$ cat config.mk
export PLATFORM = sky130hd
export DESIGN_NAME = pipe_ctrl
export DESIGN_NICKNAME = d
export VERILOG_FILES = /design/src/rtl/pipe_ctrl_pkg.sv /design/src/rtl/pipe_scoreboard.sv /design/src/rtl/pipe_ctrl.sv
export SDC_FILE = /design/constraint.sdc
export NUM_CORES = 1
export LEC_CHECK = 0
export CAP_MARGIN = 40
export CORE_MARGIN = 8
export CORE_UTILIZATION = 49
export DETAILED_ROUTE_END_ITERATION = 10
export PLACE_DENSITY = 0.77
export SYNTH_ARGS = -nofsm -noshare
export SYNTH_HDL_FRONTEND = slang
export SYNTH_SLANG_ARGS = --single-unit
$ cat constraint.sdc
create_clock -name clk -period 3.6 [get_ports clk]
set_clock_uncertainty 0.15 [all_clocks]
set_input_delay 0.72 -clock clk [delete_from_list [all_inputs] [get_ports clk]]
set_output_delay 0.72 -clock clk [all_outputs]
set_load 0.02 [all_outputs]
$ cat src/rtl/pipe_ctrl_pkg.sv
// Shared types for the pipeline stall/flush sequencer: scoreboard entries,
// memory-wait FSM states and the bundled stage-register control word.
package pipe_ctrl_pkg;

    // One in-flight destination register: valid flag plus register index.
    typedef struct packed {
        logic       v;
        logic [4:0] rd;
    } sb_entry_t;

    // Data-memory handshake tracker.
    typedef enum logic {
        IDLE,
        WAIT
    } mem_state_t;

    // Enable and flush pins of the PC and the four stage registers.
    typedef struct packed {
        logic pc_en;
        logic if_id_en;
        logic id_ex_en;
        logic ex_mem_en;
        logic mem_wb_en;
        logic if_id_flush;
        logic id_ex_flush;
        logic mem_wb_flush;
    } ctrl_t;

    localparam sb_entry_t SB_EMPTY = '{v: 1'b0, rd: 5'd0};

    // Everything advances, nothing is flushed.
    localparam ctrl_t CTRL_RUN = '{
        pc_en: 1'b1, if_id_en: 1'b1, id_ex_en: 1'b1, ex_mem_en: 1'b1,
        mem_wb_en: 1'b1, if_id_flush: 1'b0, id_ex_flush: 1'b0,
        mem_wb_flush: 1'b0
    };

    // Held in reset: nothing loads, every stage register is flushed.
    localparam ctrl_t CTRL_RESET = '{
        pc_en: 1'b0, if_id_en: 1'b0, id_ex_en: 1'b0, ex_mem_en: 1'b0,
        mem_wb_en: 1'b0, if_id_flush: 1'b1, id_ex_flush: 1'b1,
        mem_wb_flush: 1'b1
    };

    // A source register collides with an entry only if it is a real
    // register (x0 is hardwired) and the entry is live.
    function automatic logic sb_match(input sb_entry_t e, input logic [4:0] rs);
        return e.v && (e.rd == rs) && (rs != 5'd0);
    endfunction

endpackage

$ cat src/rtl/pipe_scoreboard.sv
// Three-entry shift register of in-flight destinations (EX, MEM, WB) with
// combinational read-after-write match outputs for the two ID sources.
module pipe_scoreboard
    import pipe_ctrl_pkg::*;
(
    input  logic      clk,
    input  logic      rst,
    input  logic      hold,
    input  logic      bubble,
    input  sb_entry_t new_entry,
    input  logic [4:0] rs1,
    input  logic [4:0] rs2,
    output logic      rs1_hit,
    output logic      rs2_hit
);

    sb_entry_t ex_e;
    sb_entry_t mem_e;
    sb_entry_t wb_e;

    // Shift entries toward WB; a hold keeps EX/MEM and retires WB.
    // NOTE: non-blocking assignments let every entry sample the old value of
    // its neighbour, so the three stages shift in one edge without ordering
    // hazards between statements.
    always_ff @(posedge clk) begin
        if (!rst) begin
            ex_e  <= SB_EMPTY;
            mem_e <= SB_EMPTY;
            wb_e  <= SB_EMPTY;
        end else if (hold) begin
            wb_e  <= SB_EMPTY;
        end else begin
            ex_e  <= bubble ? SB_EMPTY : new_entry;
            mem_e <= ex_e;
            wb_e  <= mem_e;
        end
    end

    assign rs1_hit = sb_match(ex_e, rs1) || sb_match(mem_e, rs1) || sb_match(wb_e, rs1);
    assign rs2_hit = sb_match(ex_e, rs2) || sb_match(mem_e, rs2) || sb_match(wb_e, rs2);

endmodule

$ cat src/rtl/pipe_ctrl.sv
// Central stall/flush sequencer for the 5-stage pipeline: RAW hazard stalls,
// data-memory wait freezes with timeout, and redirect flushes.
module pipe_ctrl
    import pipe_ctrl_pkg::*;
#(
    parameter int MEM_TIMEOUT = 15,
    parameter int CNT_W       = 16
) (
    input  logic             clk,
    input  logic             rst,
    input  logic             id_valid,
    input  logic [4:0]       id_rs1,
    input  logic [4:0]       id_rs2,
    input  logic             id_rs1_used,
    input  logic             id_rs2_used,
    input  logic [4:0]       id_rd,
    input  logic             id_wb_en,
    input  logic             id_redirect,
    input  logic             ex_redirect,
    input  logic             mem_req,
    input  logic             mem_ack,
    output logic             pc_en,
    output logic             if_id_en,
    output logic             id_ex_en,
    output logic             ex_mem_en,
    output logic             mem_wb_en,
    output logic             if_id_flush,
    output logic             id_ex_flush,
    output logic             mem_wb_flush,
    output logic             mem_err,
    output logic [CNT_W-1:0] stall_cnt
);

    localparam logic [3:0] TMO_LIMIT = 4'(MEM_TIMEOUT);

    mem_state_t state;
    mem_state_t state_nx;
    logic [3:0] tmo_cnt;
    logic       freeze;
    logic       tmo_hit;
    logic       raw;
    logic       stall;
    logic       sb_hold;
    logic       sb_bubble;
    logic       rs1_hit;
    logic       rs2_hit;
    sb_entry_t  new_entry;
    ctrl_t      ctrl;

    assign new_entry = '{v: id_valid && id_wb_en && (id_rd != 5'd0), rd: id_rd};

    pipe_scoreboard u_sb (
        .clk       (clk),
        .rst       (rst),
        .hold      (sb_hold),
        .bubble    (sb_bubble),
        .new_entry (new_entry),
        .rs1       (id_rs1),
        .rs2       (id_rs2),
        .rs1_hit   (rs1_hit),
        .rs2_hit   (rs2_hit)
    );

    assign raw = id_valid && ((id_rs1_used && rs1_hit) || (id_rs2_used && rs2_hit));

    // Memory FSM next state: freeze while a request is outstanding. Once the
    // counter has seen MEM_TIMEOUT frozen WAIT cycles the access is abandoned
    // and that cycle advances the pipe.
    // NOTE: every signal gets a default before the case, so no path leaves a
    // combinational output unassigned and no latch is inferred.
    always_comb begin
        state_nx = state;
        freeze   = 1'b0;
        tmo_hit  = 1'b0;
        case (state)
            IDLE: begin
                if (mem_req && !mem_ack) begin
                    freeze   = 1'b1;
                    state_nx = WAIT;
                end
            end
            WAIT: begin
                if (mem_ack) begin
                    state_nx = IDLE;
                end else if (tmo_cnt == TMO_LIMIT) begin
                    tmo_hit  = 1'b1;
                    state_nx = IDLE;
                end else begin
                    freeze = 1'b1;
                end
            end
            default: state_nx = IDLE;
        endcase
    end

    // Priority resolution of freeze, EX redirect, RAW stall and ID redirect.
    always_comb begin
        ctrl      = CTRL_RUN;
        sb_hold   = 1'b0;
        sb_bubble = 1'b0;
        stall     = 1'b0;
        if (!rst) begin
            ctrl = CTRL_RESET;
        end else if (freeze) begin
            // Redirects are ignored: EX is frozen and re-presents them later.
            ctrl.pc_en        = 1'b0;
            ctrl.if_id_en     = 1'b0;
            ctrl.id_ex_en     = 1'b0;
            ctrl.ex_mem_en    = 1'b0;
            ctrl.mem_wb_flush = 1'b1;
            sb_hold           = 1'b1;
            stall             = 1'b1;
        end else if (ex_redirect) begin
            // A coincident RAW stall is moot: the stalled instruction is discarded.
            ctrl.if_id_flush = 1'b1;
            ctrl.id_ex_flush = 1'b1;
            sb_bubble        = 1'b1;
        end else if (raw) begin
            ctrl.pc_en       = 1'b0;
            ctrl.if_id_en    = 1'b0;
            ctrl.id_ex_flush = 1'b1;
            sb_bubble        = 1'b1;
            stall            = 1'b1;
        end else if (id_redirect) begin
            ctrl.if_id_flush = 1'b1;
        end
    end

    // FSM, timeout counter, sticky error and saturating stall counter.
    always_ff @(posedge clk) begin
        if (!rst) begin
            state     <= IDLE;
            tmo_cnt   <= 4'd0;
            mem_err   <= 1'b0;
            stall_cnt <= '0;
        end else begin
            state   <= state_nx;
            tmo_cnt <= (state == WAIT && state_nx == WAIT) ? tmo_cnt + 4'd1 : 4'd0;
            mem_err <= mem_err || tmo_hit;
            if (stall && (stall_cnt != '1)) begin
                stall_cnt <= stall_cnt + CNT_W'(1);
            end
        end
    end

    assign pc_en        = ctrl.pc_en;
    assign if_id_en     = ctrl.if_id_en;
    assign id_ex_en     = ctrl.id_ex_en;
    assign ex_mem_en    = ctrl.ex_mem_en;
    assign mem_wb_en    = ctrl.mem_wb_en;
    assign if_id_flush  = ctrl.if_id_flush;
    assign id_ex_flush  = ctrl.id_ex_flush;
    assign mem_wb_flush = ctrl.mem_wb_flush;

endmodule

==> impl_metrics.csv, run 1 <==
group,metric,value,unit
status,run_status,"completed",
critical_path,critPathArrivalTime,2640,ps
sta,relSlewSlack,0.722,
clock_network,clock_latency,300,ps
floorplanning,core_area,0.00400,mm²
critical_path,crit_type,"in2out",
critical_path,critPathMaxFanout,3,
drt,drt_wl_total,5.70,mm
sta,setup_viol,0,
floorplanning,die_w,80.6,µm
sta,min_period_over_period,0.974,
cells_and_area,area_growth,39.7,%
global_routing,grt_overflow,0,
synth,synth_area,0.00205,mm²
sta,fin_tns_setup,0,ps
global_routing,grt_pass1_wl,9.19,mm
drt,drt_iter0_markers,153,
global_routing,first_global_vias,2039,
synth,ys_types,42,
cells_and_area,layout-drive-gt1-share,0.155,
drt,drc,0,
pwr,p_per_area,339,mW/mm²
cells_and_area,final_util,0.715,
synth,synth_nets,262,
placed_design,dp_hpwl,4.12,mm
cells_and_area,instances_no_fill,353,
synth,ys_seq_area_frac,0.391,
floorplanning,dieArea,0.00650,mm²
global_routing,antenna_found_initial,0,
global_routing,grt_max_degree,20,
cells_and_area,nNetsFinal,329,
placed_design,numPortBuffers,49,
floorplanning,start_util,0.512,
synth,yosys.area.top_type,"dfxtp_1",
drt,via_per_inst,5.65,
pwr,p_leak,1.19,nW
min_path,min_path_type,"reg2reg",
synth,syn_area_per_cell,8.71,µm²
sta,period_needed,3510,ps
synth,synthTopCellsByArea,"dfxtp_1 (39%), xor2_1 (11%), nand2_1 (5.0%), a21oi_1 (4.4%), and3_1 (3.7%)",
sta,maxSlewViolCount,0,
clock_network,htreeDepth,2,
sta,timing.hold.ws,311,ps
critical_path,cp-end-kind,"output pin",
critical_path,crit_required,2730,ps
placed_design,place_inst,344,
synth,synth_edf_count,0,
drt,vias,1995,
clock_network,cts.clk_slew.worst_paths,70,ps
synth,yosys_warnings,0,
clock_network,cts_sinks,40,
synth,async_flop_share,0,
floorplanning,pin_count,50,
sta,clock.fmax,0.285,GHz
critical_path,start_kind,"input pin",
clock_network,clockBufferDepth,2,
clock_network,cts-root-buf,"clkbuf_8",
cells_and_area,antenna_cells,0,
synth,synth_ff_type,"dfxtp_1",
global_routing,grt_usage,0.177,
drt,firstDrtPassIters,4,
sta,tightest_slew,418,ps
synth,yosysTopAreaCellShare,0.391,
cells_and_area,fillCellCount,323,
drt,ant_nets,0,
floorplanning,dieHeight,80.6,µm
floorplanning,row_count,23,
clock_network,numCtsBuffers,5,
clock_network,cts_tree,"done",
synth,syn-instance-count,235,
flow_run,drv_cap,0,
sta,hold_viol_final,0,
synth,ys_ff_latch,40,
drt,wl_per_cell,16.1,µm
pwr,vdd_drop_max,0.280,mV
placed_design,routabilityCongestion,0.868,
## worst max-delay path: stages
cell and delay, ps:
clkdlybuf4s50_1 410, buf_4 160, xor2_1 140, nor4_2 270
nand3_1 170, a311o_2 450, nand3_2 110, a21oi_1 50
buf_4 160
## power by group
part           internal [mW]  switching, mW
registers              0.450         0.0103
logic                 0.0707         0.0680
clock network          0.206          0.164
## cell usage after synthesis (all sizes together), types with 4 or more instances
| cell type | instances |
|---|---|
| a21oi | 18 |
| a22o | 6 |
| a31oi | 4 |
| and3 | 13 |
| buf | 5 |
| clkbuf | 5 |
| dfxtp | 40 |
| inv | 6 |
| mux2i | 5 |
| nand2 | 27 |
| nand3 | 13 |
| nand4 | 6 |
| nor2 | 10 |
| nor4 | 6 |
| o21ai | 7 |
| o31ai | 4 |
| or4 | 6 |
| xnor2 | 8 |
| xor2 | 25 |
## layout make-up
cell class / instances / area [µm²] / share of cell area
clock inverter: 2 / 35.0 / 0.0123
sequential: 40 / 801 / 0.280
multi-input combinational: 178 / 1210 / 0.424
timing repair buffer: 70 / 651 / 0.228
tap: 50 / 62.6 / 0.0219
inverter: 7 / 26.3 / 0.00919
clock buffer: 6 / 72.6 / 0.0254
## cell families after synthesis
group           Yosys count  synth area share
mux                       5            0.0245
simple gates             94             0.250
flops                    40             0.391
xor+xnor                 33             0.141
buf+inv                  17            0.0409
fa+ha+maj                 2            0.0122
compound gates           44             0.140
## layer usage
metal	vias up	part of all wire	global-route usage
met3	10	0.056	0.0513
met2	54	0.48	0.298
li1	985	-	-
met1	946	0.45	0.207
met4	0	0.016	0.0618
met5	-	0	0
## flip-flops by register name (all words and copies together) (netlist names)
register    cells
tmo_cnt         4
stall_cnt      16
u_sb.wb_e       6
u_sb.mem_e      6
state           1
u_sb.ex_e       6
mem_err         1
## worst paths after layout
check,startpoint,endpoint,slack (ps),cells past startpoint
setup / recovery,id_rs1[4],if_id_flush,90,9
setup reg to reg,u_sb.mem_e[1],stall_cnt[15],750,9
hold reg to reg,tmo_cnt[0],tmo_cnt[0],310,1
hold / removal,tmo_cnt[0],tmo_cnt[0],310,1
## per-stage QoR
stage,power (mW),cell area [µm²],worst slack [ps]
4_1_cts,0.963,2800,0.146
2_1_floorplan,0.531,2050,378
6_report,0.968,2860,93.5
3_5_place_dp,0.603,2690,-503
3_3_place_gp,0.601,2690,-475
5_1_grt,1.00,2860,-93.5
## cells in the final DEF, fill, tap and decap left out, types with 4 or more instances in the layout
cell,instances
mux2i_1,5
buf_4,20
and3_1,12
xnor2_1,8
o31ai_1,4
dfxtp_1,40
clkdlybuf4s50_1,41
xor2_1,25
or4_1,5
inv_1,5
nand4_1,6
nor2_1,10
a21oi_1,17
clkbuf_8,5
nand2_1,27
a22o_1,6
nand3_1,12
## what timing repair did
| action | 4_1_cts | 5_1_grt |
|---|---|---|
| hold buffers | 0 | 0 |
| gates cloned | 0 | 0 |
| hold endpoints to repair | 0 | 0 |
| gates resized for setup | 18 | 20 |
| setup buffers | 0 | 1 |
| setup endpoints to repair | 4 | 4 |
| pin swaps | 2 | 11 |
Power figures use the tool's default switching activity.
==> run 2: changes to the inputs <==
Settings changed: CAP_MARGIN 40 to 5.
==> results of run 2 <==
Final layout, timing and power as in run 1 (identical DEF).
==> run 3: changes to the inputs <==
Settings changed: CORE_MARGIN 8 to default.
==> run 3 against run 2 <==
Final cell count grew 0.85%. Via count decreased by 1.2%. Hold slack lost 8.2 ps. Sequential share of layout area is 0.15 points higher.
==> impl_metrics.csv, run 3 (synthesis results as in run 1) <==
group,metric,value,unit
drt,drt_wl_total,5.08,mm
critical_path,critPathArrivalTime,2650,ps
sta,rsz0062_at_grt,"yes",
critical_path,crit_required,2730,ps
drt,vias,1971,
pwr,clock_power_share,0.379,
min_path,whs_endpoint,"tmo_cnt[0]",
global_routing,first_global_vias,1750,
placed_design,numPortBuffers,49,
cells_and_area,fin_area,0.00284,mm²
cells_and_area,nNetsFinal,332,
sta,setup_viol,0,
clock_network,post_cts_buffers,0,
drt,drc,0,
pwr,p_leak,1.18,nW
clock_network,numCtsBuffers,5,
cells_and_area,fillCellCount,347,
sta,tightest_slew,426,ps
floorplanning,row_count,23,
sta,min_period_over_period,0.979,
placed_design,dp_hpwl,3.80,mm
sta,hold_viol_final,0,
placed_design,place_ws,-480,ps
sta,timing.hold.ws,303,ps
pwr,seqPwrFrac,0.478,
cells_and_area,regMostFlops,"stall_cnt",
floorplanning,pin_count,50,
clock_network,cts_tree,"done",
floorplanning,dieHeight,66.6,µm
pwr,power_frac_comb,0.143,
floorplanning,dieArea,0.00444,mm²
critical_path,rr_worst_depth,9,
critical_path,r2r_slack,890,ps
status,run_status,"completed",
global_routing,grt_pass1_wl,8.25,mm
pwr,p_sw_frac,0.245,
critical_path,r2r_end,"stall_cnt[15]",
critical_path,timing.rr.start,"u_sb.ex_e[2]",
placed_design,routabilityCongestion,0.887,
cells_and_area,layout-drive-gt1-share,0.154,
drt,ant_nets,0,
critical_path,start_kind,"input pin",
critical_path,critPathMaxFanout,3,
pwr,p_int,725,µW
pwr,p_switching,236,µW
clock_network,cts-root-buf,"clkbuf_8",
global_routing,grt_usage,0.247,
cells_and_area,area_growth,38.9,%
clock_network,clock_latency,290,ps
clock_network,cts.clk_slew.worst_paths,80,ps
floorplanning,start_util,0.512,
cells_and_area,multiInputGateArea,0.00119,mm²
cells_and_area,register_area,801,µm²
cells_and_area,layout_common_cells,"clkdlybuf4s50_1 (41), dfxtp_1 (40), nand2_1 (27)",
placed_design,post_dp_cell_area,0.00272,mm²
cells_and_area,largest_register_ffs,16,
global_routing,grt_max_degree,20,
sta,period_needed,3520,ps
sta,fin_ws,75.9,ps
global_routing,grt_overflow,0,
cells_and_area,final_common_cell,"clkdlybuf4s50_1",
critical_path,crit_type,"in2out",
clock_network,cts_sinks,40,
drt,firstDrtPassIters,4,
drt,wl_per_cell,14.3,µm
pwr,vdd_drop_max,0.307,mV
clock_network,clockBufferDepth,2,
min_path,min_path_type,"reg2reg",
drt,drt_iter0_markers,153,
sta,clock.fmax,0.284,GHz
flow_run,drv_cap,0,
min_path,hold_depth,1,
floorplanning,die_w,66.6,µm
drt,via_per_inst,5.54,
critical_path,cp-end-kind,"output pin",
min_path,min-delay-start,"tmo_cnt[0]",
floorplanning,core_area,0.00400,mm²
clock_network,ctsHoldBuffers,0,
clock_network,htreeDepth,2,
global_routing,antenna_found_initial,0,
sta,maxSlewViolCount,0,
cells_and_area,antenna_cells,0,
sta,relSlewSlack,0.714,
pwr,p_per_area,338,mW/mm²
[run 3: cell count changes in the layout (fill, tap and decap cells not counted), moves of 2 or more]
cell	before	now
a31oi_1	1	3
a31oi_2	3	1
buf_4	20	25
buf_6	3	0
nor4_1	3	1
nor4_2	3	5
o21ai_1	2	4
o21ai_2	2	0
[run 3: through the flow]
step | total power, mW | TNS (ps) | instances | utilization
after global routing | 0.995 | -71.9 | 356 | 0.711
after global placement | 0.603 | -1680 | 348 | 0.681
after floorplan | 0.531 | 0 | 235 | -
final | 0.961 | 0 | 356 | 0.711
after detailed placement | 0.605 | -1850 | 348 | 0.681
after CTS | 0.962 | 0 | 356 | 0.704
[run 3: worst max-delay path by stage]
stage                             end  depth (start not counted)       from  slack (ps)
after floorplan                 pc_en                          7  id_rs1[1]         380
after global placement       if_id_en                          8  id_rs1[1]        -460
after detailed placement     if_id_en                          8  id_rs1[1]        -480
after CTS                 if_id_flush                          9  id_rs2[3]          10
after global routing      id_ex_flush                         10  id_rs1[2]         -50
final                     id_ex_flush                         10  id_rs1[1]          80
[run 3: repair_timing]
action	in CTS	in global routing
pin swaps	4	8
setup endpoints to repair	4	4
resized for setup	24	6
[run 3: metal layers]
layer / global-route usage / routed length [µm] / vias to the layer above
met5: 0 / 0 / -
li1: - / - / 991
met2: 0.370 / 2240 / 53
met4: 0.0638 / 57 / 0
met1: 0.355 / 2540 / 921
met3: 0.0514 / 247 / 6
[run 3: power by group through the flow]
| stage | registers, mW | logic [mW] | clock network (mW) |
|---|---|---|---|
| floorplan | 0.469 | 0.0618 | 0 |
| CTS | 0.460 | 0.135 | 0.367 |
| global placement | 0.470 | 0.134 | 0 |
| global route | 0.461 | 0.148 | 0.386 |
| finish | 0.460 | 0.137 | 0.364 |
| detailed placement | 0.470 | 0.135 | 0 |
[run 3: worst max-delay path, stage by stage]
cell and delay [ps]:
clkdlybuf4s50_1 430, buf_4 170, xor2_1 150, nor4_2 290, nand3_1 140, a31oi_1 200, o21ai_1 100, buf_4 150
a21oi_2 150, buf_4 160
[run 3: area by class of cell]
class | instances | area share
multi-input cells | 178 | 0.419
flip-flops and latches | 40 | 0.282
repair buffers | 73 | 0.231
clock buffers | 6 | 0.0255
well taps | 50 | 0.0220
clock inverters | 2 | 0.0123
inverters | 7 | 0.00924
